===== config.mk =====
export PLATFORM = sky130hd
export DESIGN_NAME = hazard_ctrl
export DESIGN_NICKNAME = d
export VERILOG_FILES = /design/src/rtl/hazard_ctrl.sv
export SDC_FILE = /design/constraint.sdc
export NUM_CORES = 1
export LEC_CHECK = 0
export BUFFER_PORTS_ARGS = -buffer_cell sky130_fd_sc_hd__buf_4
export CELL_PAD_IN_SITES_DETAIL_PLACEMENT = 0
export CELL_PAD_IN_SITES_GLOBAL_PLACEMENT = 1
export CORE_ASPECT_RATIO = 0.6
export CORE_UTILIZATION = 34
export DETAILED_ROUTE_END_ITERATION = 8
export HOLD_SLACK_MARGIN = 0.06
export PLACE_DENSITY = 0.87
export SETUP_SLACK_MARGIN = 0.05
export SLEW_MARGIN = 40
export SYNTH_ARGS = -nofsm -noshare
export SYNTH_HDL_FRONTEND = slang
export SYNTH_SLANG_ARGS = --single-unit
export TNS_END_PERCENT = 30

===== constraint.sdc =====
create_clock -name clk_i -period 2.3 [get_ports clk_i]
set_input_delay 0.46 -clock clk_i [delete_from_list [all_inputs] [get_ports clk_i]]
set_output_delay 0.46 -clock clk_i [all_outputs]
set_load 0.01 [all_outputs]

===== src/rtl/hazard_ctrl.sv =====
// Pipeline hazard controller: outstanding-request tracking, load-use interlock,
// oldest-wins redirect flush. Optional watchdog under RVGA_HAZARD_WATCHDOG_EN.
module hazard_ctrl #(
  parameter int STAGES     = 6,
  parameter int DECODE_IDX = 1,
  parameter int PORTS      = 2,
  parameter int MAX_OUTST  = 2,
  parameter int LD_LAT     = 2,
  parameter int REG_W      = 5,
  parameter int TIMEOUT_W  = 8
) (
  input  logic              clk_i,
  input  logic              reset_i,
  input  logic [PORTS-1:0]  mem_req_v_i,
  input  logic [PORTS-1:0]  mem_resp_v_i,
  input  logic [PORTS-1:0]  mem_need_v_i,
  input  logic [STAGES-1:0] br_v_i,
  input  logic              ld_issue_v_i,
  input  logic [REG_W-1:0]  ld_rd_i,
  input  logic [1:0]        rs_v_i,
  input  logic [REG_W-1:0]  rs1_i,
  input  logic [REG_W-1:0]  rs2_i,
  output logic [STAGES-1:0] stall_v_o,
  output logic [STAGES-1:0] flush_v_o,
  output logic              bubble_v_o,
  output logic              mem_wait_v_o,
  output logic [PORTS-1:0]  mem_full_o,
  output logic              timeout_o
);

  localparam int CNT_W = $clog2(MAX_OUTST + 1);
  localparam logic [CNT_W-1:0] CNT_MAX = CNT_W'(MAX_OUTST);
  localparam logic [CNT_W-1:0] CNT_ONE = CNT_W'(1);

  logic [CNT_W-1:0]  r_cnt [PORTS];
  logic [LD_LAT-1:0] r_sh_v;
  logic [REG_W-1:0]  r_sh_rd [LD_LAT];

  logic [PORTS-1:0]  w_wait_p;
  logic [PORTS-1:0]  w_full;
  logic              w_mem_wait;
  logic [STAGES-1:0] w_flush_raw;
  logic [STAGES-1:0] w_flush;
  logic              w_hit;
  logic              w_bubble;
  logic [STAGES-1:0] w_stall;

  // Outstanding counters saturate at MAX_OUTST and never drop below zero.
  always_ff @(posedge clk_i) begin
    for (int p = 0; p < PORTS; p++) begin
      if (reset_i) begin
        r_cnt[p] <= '0;
      end else if (mem_req_v_i[p] && !mem_resp_v_i[p] && (r_cnt[p] != CNT_MAX)) begin
        r_cnt[p] <= r_cnt[p] + CNT_ONE;
      end else if (mem_resp_v_i[p] && !mem_req_v_i[p] && (r_cnt[p] != '0)) begin
        r_cnt[p] <= r_cnt[p] - CNT_ONE;
      end
    end
  end

  always_comb begin
    w_wait_p = '0;
    w_full   = '0;
    for (int p = 0; p < PORTS; p++) begin
      w_wait_p[p] = mem_need_v_i[p] & (r_cnt[p] != '0) & ~mem_resp_v_i[p];
      w_full[p]   = (r_cnt[p] == CNT_MAX);
    end
  end

  assign w_mem_wait = ~reset_i & (|w_wait_p);

  // Stage j is flushed when any older stage raises a redirect.
  always_comb begin
    logic v_older;
    v_older     = 1'b0;
    w_flush_raw = '0;
    for (int k = STAGES - 1; k >= 0; k--) begin
      w_flush_raw[k] = v_older;
      v_older        = v_older | br_v_i[k];
    end
  end

  assign w_flush = (reset_i || w_mem_wait) ? '0 : w_flush_raw;

  always_comb begin
    w_hit = 1'b0;
    for (int i = 0; i < LD_LAT; i++) begin
      if (r_sh_v[i] && (r_sh_rd[i] != '0) &&
          ((rs_v_i[0] && (r_sh_rd[i] == rs1_i)) ||
           (rs_v_i[1] && (r_sh_rd[i] == rs2_i)))) begin
        w_hit = 1'b1;
      end
    end
  end

  // A flush of the decode stage removes the consumer, so no interlock is needed.
  assign w_bubble = ~reset_i & ~w_mem_wait & w_hit & ~w_flush[DECODE_IDX];

  always_comb begin
    w_stall = '0;
    if (w_mem_wait) begin
      w_stall = '1;
    end else if (w_bubble) begin
      for (int k = 0; k <= DECODE_IDX; k++) begin
        w_stall[k] = 1'b1;
      end
    end
  end

  // Shadow entry i mirrors stage DECODE_IDX+1+i; an entry leaving a flushed stage dies.
  always_ff @(posedge clk_i) begin
    if (reset_i) begin
      r_sh_v <= '0;
      for (int i = 0; i < LD_LAT; i++) begin
        r_sh_rd[i] <= '0;
      end
    end else if (!w_mem_wait) begin
      r_sh_v[0]  <= ld_issue_v_i & ~w_hit & ~w_flush[DECODE_IDX];
      r_sh_rd[0] <= ld_rd_i;
      for (int i = 1; i < LD_LAT; i++) begin
        r_sh_v[i]  <= r_sh_v[i-1] & ~w_flush[DECODE_IDX+i];
        r_sh_rd[i] <= r_sh_rd[i-1];
      end
    end
  end

`ifdef RVGA_HAZARD_WATCHDOG_EN
  logic [TIMEOUT_W-1:0] r_wd;
  logic                 r_timeout;
  logic [TIMEOUT_W-1:0] w_wd_next;

  assign w_wd_next = (r_wd == '1) ? r_wd : r_wd + TIMEOUT_W'(1);

  always_ff @(posedge clk_i) begin
    if (reset_i) begin
      r_wd      <= '0;
      r_timeout <= 1'b0;
    end else if (w_mem_wait) begin
      r_wd <= w_wd_next;
      if (w_wd_next == '1) begin
        r_timeout <= 1'b1;
      end
    end else begin
      r_wd <= '0;
    end
  end

  assign timeout_o = ~reset_i & r_timeout;
`else
  assign timeout_o = 1'b0;
`endif

  assign stall_v_o    = w_stall;
  assign flush_v_o    = w_flush;
  assign bubble_v_o   = w_bubble;
  assign mem_wait_v_o = w_mem_wait;
  assign mem_full_o   = reset_i ? '0 : w_full;

endmodule


## Word level (Yosys, flattened, before mapping)

Memory sizes are Yosys's and may differ from the RTL's.
Cells that the tools add are included.

| word-level totals | value |
|---|---|
| bits in writable memories | 14 |
| memories | 2 |
| logic and storage cells | 103 |
| bits in registers | 2 |
| output and inout bits | 17 |

| operators by class | value |
|---|---|
| equal/unequal tests | 8 |
| bitwise gates (word level) | 28 |
| reduce and logical (&&, ||, !) cells | 28 |
| add/subtract/negate cells | 4 |
| muxes and demuxes | 32 |

Memories:

| memory | depth | bits a word | read ports | clocked after Yosys merged registers in | wr ports | line | source |
|---|---|---|---|---|---|---|---|
| r_sh_rd | 2 | 5 | 2 | 0 | 2 | 37 | `logic [REG_W-1:0] r_sh_rd [LD_LAT];` |
| r_cnt | 2 | 2 | 2 | 0 | 2 | 35 | `logic [CNT_W-1:0] r_cnt [PORTS];` |

Operator list:

| cell | number |
|---|---|
| 2-to-1 mux 1 bit | 21 |
| equality test 5 bit | 4 |
| logical AND 1 bit | 16 |
| 2-to-1 mux 5 bit | 3 |
| 2-to-1 mux 2 bit | 7 |
| bitwise AND 1 bit | 11 |
| bitwise OR 1 bit | 10 |
| nonzero test 5 bit | 2 |
| inverter 1 bit | 7 |
| adder 2 x 1 -> 2 bit (second input constant) | 2 |
| equality test 2 bit (second input constant) | 2 |
| logical NOT 1 bit | 4 |
| 2-to-1 mux 4 bit | 1 |
| != test 2 bit (second input constant) | 2 |
| nonzero test 2 bit | 2 |
| subtractor 2 x 1 -> 2 bit (second input constant) | 2 |
| logical OR 1 bit | 3 |
| OR reduction 2 bit | 1 |

## Longest topological paths before layout

Gate-level depths: netlist of the first run.
An unclocked memory read counts as a cell.

| depth | value |
|---|---|
| depth in word-level cells | 12 |
| depth in mapped cells | 8 |

## Least setup slack after synthesis of the first run

Ideal clock, no wire load.

| timing | value |
|---|---|
| path type | input -> output |
| start | input rs2_i[4] |
| end | output stall_v_o[1] |
| stages on the path | 6 |
| data arrival time | 1.760 ns |
| path slack | 0.080 ns |
| path buffers | 1 |
| cell sequence | xor2_1 -> nor4_2 -> a32oi_1 -> o22a_2 -> o21ai_0 -> buf_4 |

| on the way | value |
|---|---|
| word-level cells in the longest chain between the ends | 10 |

Ends and longest elaborated chain:

| element | line | source |
|---|---|---|
| start, declared | 22 | `input logic [REG_W-1:0] rs2_i,` |
| equality test 5 bit | 90 | `(rs_v_i[1] && (r_sh_rd[i] == rs2_i)))) begin` |
| logical AND 1 bit | 90 |  |
| logical OR 1 bit | 89 | `((rs_v_i[0] && (r_sh_rd[i] == rs1_i)) \|\|` |
| logical AND 1 bit | 88 | `if (r_sh_v[i] && (r_sh_rd[i] != '0) &&` |
| 2-to-1 mux 1 bit | 88 |  |
| 2-to-1 mux 1 bit (*) | 88 |  |
| bitwise AND 1 bit (*) (2 in a row) | 97 | `assign w_bubble = ~reset_i & ~w_mem_wait & w_hit & ~w_flush[DECODE_IDX];` |
| 2-to-1 mux 2 bit (*) | 103 | `end else if (w_bubble) begin` |
| 2-to-1 mux 2 bit (*) | 101 | `if (w_mem_wait) begin` |
| end, declared | 23 | `output logic [STAGES-1:0] stall_v_o,` |

Mark *: on every way between the ends. The rest lies on a longest branch, timed or not.

==> results of run 1 <==
==> power breakdown <==
group	total, W	switching [W]	internal (W)
sequential	0.000384	0.0000338	0.000350
combinational	0.000250	0.000113	0.000138
clock	0.000207	0.0000892	0.000118
==> worst max path at each step <==
stage,slack [ns],endpoint,from
6_report,-0.11,bubble_v_o,r_sh_rd[0][2]
4_1_cts,-0.07,bubble_v_o,r_sh_rd[0][9]
3_5_place_dp,-0.009,stall_v_o[1],rs2_i[4]
5_1_grt,-0.14,bubble_v_o,r_sh_rd[0][2]
2_1_floorplan,0.08,stall_v_o[1],rs2_i[4]
3_3_place_gp,-0.006,stall_v_o[0],rs2_i[4]
==> routing by layer <==
layer | vias to the layer above | share of wire | GRT usage
met5 | - | 0 | 0
met4 | 0 | 0.010 | 0.0679
met3 | 2 | 0.077 | 0.0388
met2 | 40 | 0.41 | 0.250
met1 | 432 | 0.51 | 0.221
li1 | 507 | - | -
==> repair_timing <==
item                       CTS  global route
setup endpoints to repair    3             9
resized for setup            4            11
pin swaps                    4             6
buffers inserted             1             3
==> registers in the layout, summed over array words and instances (netlist names) <==
| register | count |
|---|---|
| r_cnt | 4 |
| r_sh_rd | 10 |
| r_sh_v | 2 |
==> critical path, cell delays in order (launching register included) <==
cell	delay [ns]
edfxtp_1	0.48
buf_6	0.17
or4_4	0.46
o21ai_1	0.14
o22a_2	0.19
buf_6	0.11
nor2_4	0.03
buf_6	0.12
==> metrics by stage <==
step	total power, W	setup WS [ns]	hold WS, ns
floorplan	0.000510	0.0804	0.448
global placement	0.000606	-0.00586	0.472
detailed placement	0.000612	-0.00856	0.486
CTS	0.000825	-0.0717	0.476
global route	0.000887	-0.143	0.486
finish	0.000841	-0.108	0.481
==> final cells by class <==
| cell class | count | area, um2 |
|---|---|---|
| fill | 283 | 1400 |
| multi-input combinational | 92 | 648 |
| inverter | 4 | 15.0 |
| tap | 42 | 52.6 |
| clock buffer | 3 | 41.3 |
| clock inverter | 1 | 3.75 |
| timing repair buffer | 54 | 420 |
| sequential | 16 | 460 |
==> logic make-up after synthesis <==
logic type | after synthesis | synth area share
muxes | 1 | 0.00872
xor gates and xnor gates | 21 | 0.160
and+or+nand+nor | 52 | 0.251
buffers and inverters | 13 | 0.0654
DFF | 16 | 0.401
AOI/OAI and AO/OA | 14 | 0.0883
other | 1 | 0.00327
adders and majority gates | 2 | 0.0218
==> cell usage in the layout (no fill, tap or decap), types with 2 or more instances in the layout <==
cell type and instances:
xnor2_1 5, nor3b_1 3, ha_1 2, nor4_2 3, a21oi_1 3, buf_6 4, dfxtp_1 2, nor2_2 2
nand2_1 8, buf_4 50, nor4_1 2, inv_1 3, conb_1 2, nor2_1 6, o21ai_0 2, xor2_1 16
and2_1 13, nor2b_1 4, clkbuf_8 3, edfxtp_1 14, nor3_1 6, a32oi_1 2
==> results.txt, run 1 <==
status - complete, but fails checks
failing checks - negative setup slack
RR Endpoint - r_sh_v[0]
Remaining Overflow, GRT - 0
Worst Hold Class - input port to flop
synth warn - 0
Netlist cell types - 29
IO Count - 49
total wire length - 2.68 mm
num rows - 15
utilization after layout - 0.540
post-synthesis area per instance - 9.56 um2
Peak VDD IR - 0.226 mV
First-pass DRT Iterations - 4
Post-synth EDFFs - 14
clock skew - 0.00402 ns
top_reg_cell synth - edfxtp_1
setup TNS - -0.234 ns
Post-DP HPWL - 2.19 mm
crit-path max FO - 3
Arr. time, crit path - 1.95 ns
cell area after placement - 0.00152 mm2
fmax - 415 MHz
cell taking the most area after synthesis - edfxtp_1
routed len/inst - 12.6 um
Mapped Area - 0.00115 mm2
Die X - 77.0 um
post-route ant nets - 0
Hold Fails Final Rpt - 0
Syn Inst Count - 120
post-route setup slack - -0.108 ns
post-synth top area share - 0.366
largest cells by area after synthesis - edfxtp_1, xor2_1, and2_1
RSZ-0062 raised after global routing - true
core box area - 0.00304 mm2
later-pin clock latency in the skew report - 0.25 ns
R2R setup slack - 0.51 ns
WP data required - 1.84 ns
layout overhead on the synthesized area - 43.1%
ys async rst share - 0
final period utilization - 1.05
Hold Buf Count CTS - 0
Vias - 981
GRT Overall Usage - 0.161
Max Buffers Root-to-Sink - 2
MaxCap Viol Count - 0
Inserted Diodes - 0
Chip Height - 47.0 um
die area - 0.00362 mm2
CTS tree - done
HP Start - reset_i
clock-pin slew on the worst setup and hold paths - 0.06 ns
vias in the first global route - 917
initial DRC count - 60
nets@finish - 205
pin count of the biggest net entering global routing - 13
Slew Viols, Final - 0
WHS Path Cells - 2
crit path kind - flop to output pin
Avg Vias per Cell - 4.63
LEAKAGE - 0.732 nW
Final Non-Filler Cells - 212
placer congestion estimate - 0.851
Clock Tree Root - clkbuf_8
final setup fails - 3
Tmin final - 2.41 ns
drt drc - 0
antenna violations before repair - 0
Yosys reg bits - 16
most frequent cells after synthesis - xor2_1, edfxtp_1, and2_1
register area share after synthesis - 0.401
share of layout cells above drive strength 1 - 0.400
Final Cell Area - 0.00164 mm2
number of CTS-inserted buffers - 3
FF-to-FF Start - r_sh_rd[0][5]
IO Port Bufs - 45
WHS Endpoint - r_sh_v[1]
Inst Count DP - 204
cell area power density - 513 mW/mm2
count leader, synth - xor2_1
CP Launch Type - flop
first-pass GRT wire length - 4.26 mm
CTS H-tree lvls - 1
Initial Utilization - 0.377
CP Capture Type - output pin
R2R cell count - 6
number of clock sinks - 16
Note: power is estimated with default switching activity, not from simulation.
==> run 2, diff against run 1 <==
==> constraint.sdc (replaced) <==
create_clock -name clk_i -period 2.3 [get_ports clk_i]
set_input_delay 0.115 -clock clk_i [delete_from_list [all_inputs] [get_ports clk_i]]
set_output_delay 0.115 -clock clk_i [all_outputs]
set_load 0.01 [all_outputs]
==> results.txt, run 2 (synthesis results as in run 1) <==
crit-path max FO - 4 (+1)
Avg Vias per Cell - 4.80 (+3.7%)
number of CTS-inserted buffers - 3 (unchanged)
GRT met2 Usage - 0.286 (+0.0357)
CP Capture Type - output pin
status - finished, final reports clean
critical path endpoint - stall_v_o[1]
Inserted Diodes - 0 (unchanged)
setup repair bufs after CTS - 0 (-1)
pre-CTS setup slack - 0.419 ns (+0.427 ns)
CTS tree - done
Remaining Overflow, GRT - 0 (unchanged)
placer congestion estimate - 0.874 (+2.6%)
number of clock sinks - 16 (unchanged)
die area - 0.00362 mm2 (unchanged)
CTS H-tree lvls - 1 (unchanged)
layout overhead on the synthesized area - 34.6%
RR Endpoint - r_sh_v[0]
M3 GR Usage - 0.0369 (-0.00194)
Tmin final - 2.14 ns (-0.266 ns)
R2R setup slack - 0.53 ns (+0.02 ns)
fmax - 467 MHz (+12%)
cell area power density - 529 mW/mm2 (+3.2%)
first-pass GRT wire length - 4.37 mm (+2.6%)
final setup fails - 0 (-3)
num rows - 15 (unchanged)
Hold Fails Final Rpt - 0 (unchanged)
Initial Utilization - 0.377 (unchanged)
pin count of the biggest net entering global routing - 13 (unchanged)
routed len/inst - 13.3 um (+4.9%)
clock-pin slew on the worst setup and hold paths - 0.06 ns (about the same)
CP Launch Type - flop
GRT Overall Usage - 0.164 (+0.00280)
most common cell after layout, fill and taps aside - buf_4
total power draw - 0.000817 W (-3.0%)
Die X - 77.0 um (unchanged)
IO Count - 49 (unchanged)
Clock Tree Root - clkbuf_8
WP data required - 2.18 ns (+0.34 ns)
total wire length - 2.72 mm (+1.5%)
final period utilization - 0.931 (-0.116)
worst hold slack - 0.128 ns (-0.352 ns)
antenna violations before repair - 0 (unchanged)
LEAKAGE - 0.693 nW (-5.4%)
nets@finish - 198 (-3.4%)
drt drc - 0 (unchanged)
vias in the first global route - 1,002 (+9.3%)
Arr. time, crit path - 2.03 ns (+0.08 ns)
Top Registers - r_sh_rd: 10 flops, r_cnt: 4 flops, r_sh_v: 2 flops
Vias - 984 (+0.31%)
CP Launch Point - r_sh_rd[0][1]
RSZ-0062 raised after global routing - false
busiest grt layer - met2
setup TNS - 0 ns (+0.234 ns)
Worst Hold Class - input port to flop
First-pass DRT Iterations - 4 (unchanged)
Final Cell Area - 0.00154 mm2 (-5.9%)
slew margin rel. - 0.522
post-route ant nets - 0 (unchanged)
MaxCap Viol Count - 0 (unchanged)
most frequent cells in the layout - buf_4, xor2_1, edfxtp_1, and2_1, nor2_1
R2R cell count - 5 (-1)
later-pin clock latency in the skew report - 0.25 ns (about the same)
Chip Height - 47.0 um (unchanged)
Largest Register - r_sh_rd
crit path kind - flop to output pin
initial DRC count - 55 (-8.3%)
actual slew at the worst max-slew pin - 0.710 ns
Hold Buf Count CTS - 0 (unchanged)
Max Buffers Root-to-Sink - 2 (unchanged)
Slew Viols, Final - 0 (unchanged)
IO Port Bufs - 45 (unchanged)
post-route setup slack - 0.159 ns (+0.266 ns)
core box area - 0.00304 mm2 (unchanged)
HP Start - reset_i
share of layout cells above drive strength 1 - 0.331 (-0.0687)
clock skew - 0.00108 ns (-0.00294 ns)
Peak VDD IR - 0.185 mV (-18%)
Post-DP HPWL - 2.33 mm (+6.3%)
max FFs per register - 10 (unchanged)
Global Route met1 Usage - 0.202 (-0.0185)
cell area after placement - 0.00150 mm2 (-1.5%)
FF-to-FF Start - r_sh_rd[0][1]
run 2: cell count changes in the layout (fill, tap and decap cells not counted), moves of 2 or more:
cell,delta
nor4_1,+2
buf_6,-4
nor4_2,-2
nor2_2,-2
nor2_1,+3
buf_4,-3
run 2: routing by layer:
metal / part of all wire / vias to the layer above
li1: - / 494
met5: 0 / -
met3: 0.075 / 7
met2: 0.44 / 41
met4: 0.020 / 0
met1: 0.46 / 442
run 2: final cells by class:
cell class	count	area, um2
multi-input combinational	92	618
sequential	16	460
clock inverter	1	3.75
clock buffer	3	41.3
tap	42	52.6
fill	296	1500
timing repair buffer	47	353
inverter	4	15.0
run 2: repair_timing:
item	4_1_cts	5_1_grt
endpoints found under the setup margin	0	7
resized for setup	0	2
endpoints found under the hold margin	0	0
run 2: stage by stage:
stage / utilization / cells
2_1_floorplan: - / 121
3_3_place_gp: 0.492 / 201
3_5_place_dp: 0.492 / 201
4_1_cts: 0.507 / 205
5_1_grt: 0.508 / 205
6_report: 0.508 / 205
run 2: worst min-delay path by stage:
stage	to	depth (start not counted)
after floorplan	r_sh_rd[0][0]	1
after global placement	r_sh_v[1]	2
after detailed placement	r_sh_v[1]	2
after CTS	r_sh_v[1]	2
after global routing	r_sh_rd[0][3]	2
final	r_sh_v[1]	2
run 2: power breakdown:
| group | total (W) | switching [W] | internal (W) |
|---|---|---|---|
| Sequential | 0.000384 | 0.0000336 | 0.000350 |
| Clock | 0.000210 | 0.0000920 | 0.000118 |
| Combinational | 0.000223 | 0.000104 | 0.000119 |
run 2: worst max-delay path, cell delays in order (launching register included):
cell	delay, ns
edfxtp_1	0.48
xor2_1	0.20
nor4_1	0.34
a32oi_1	0.17
o22a_2	0.26
o21ai_1	0.18
buf_4	0.15
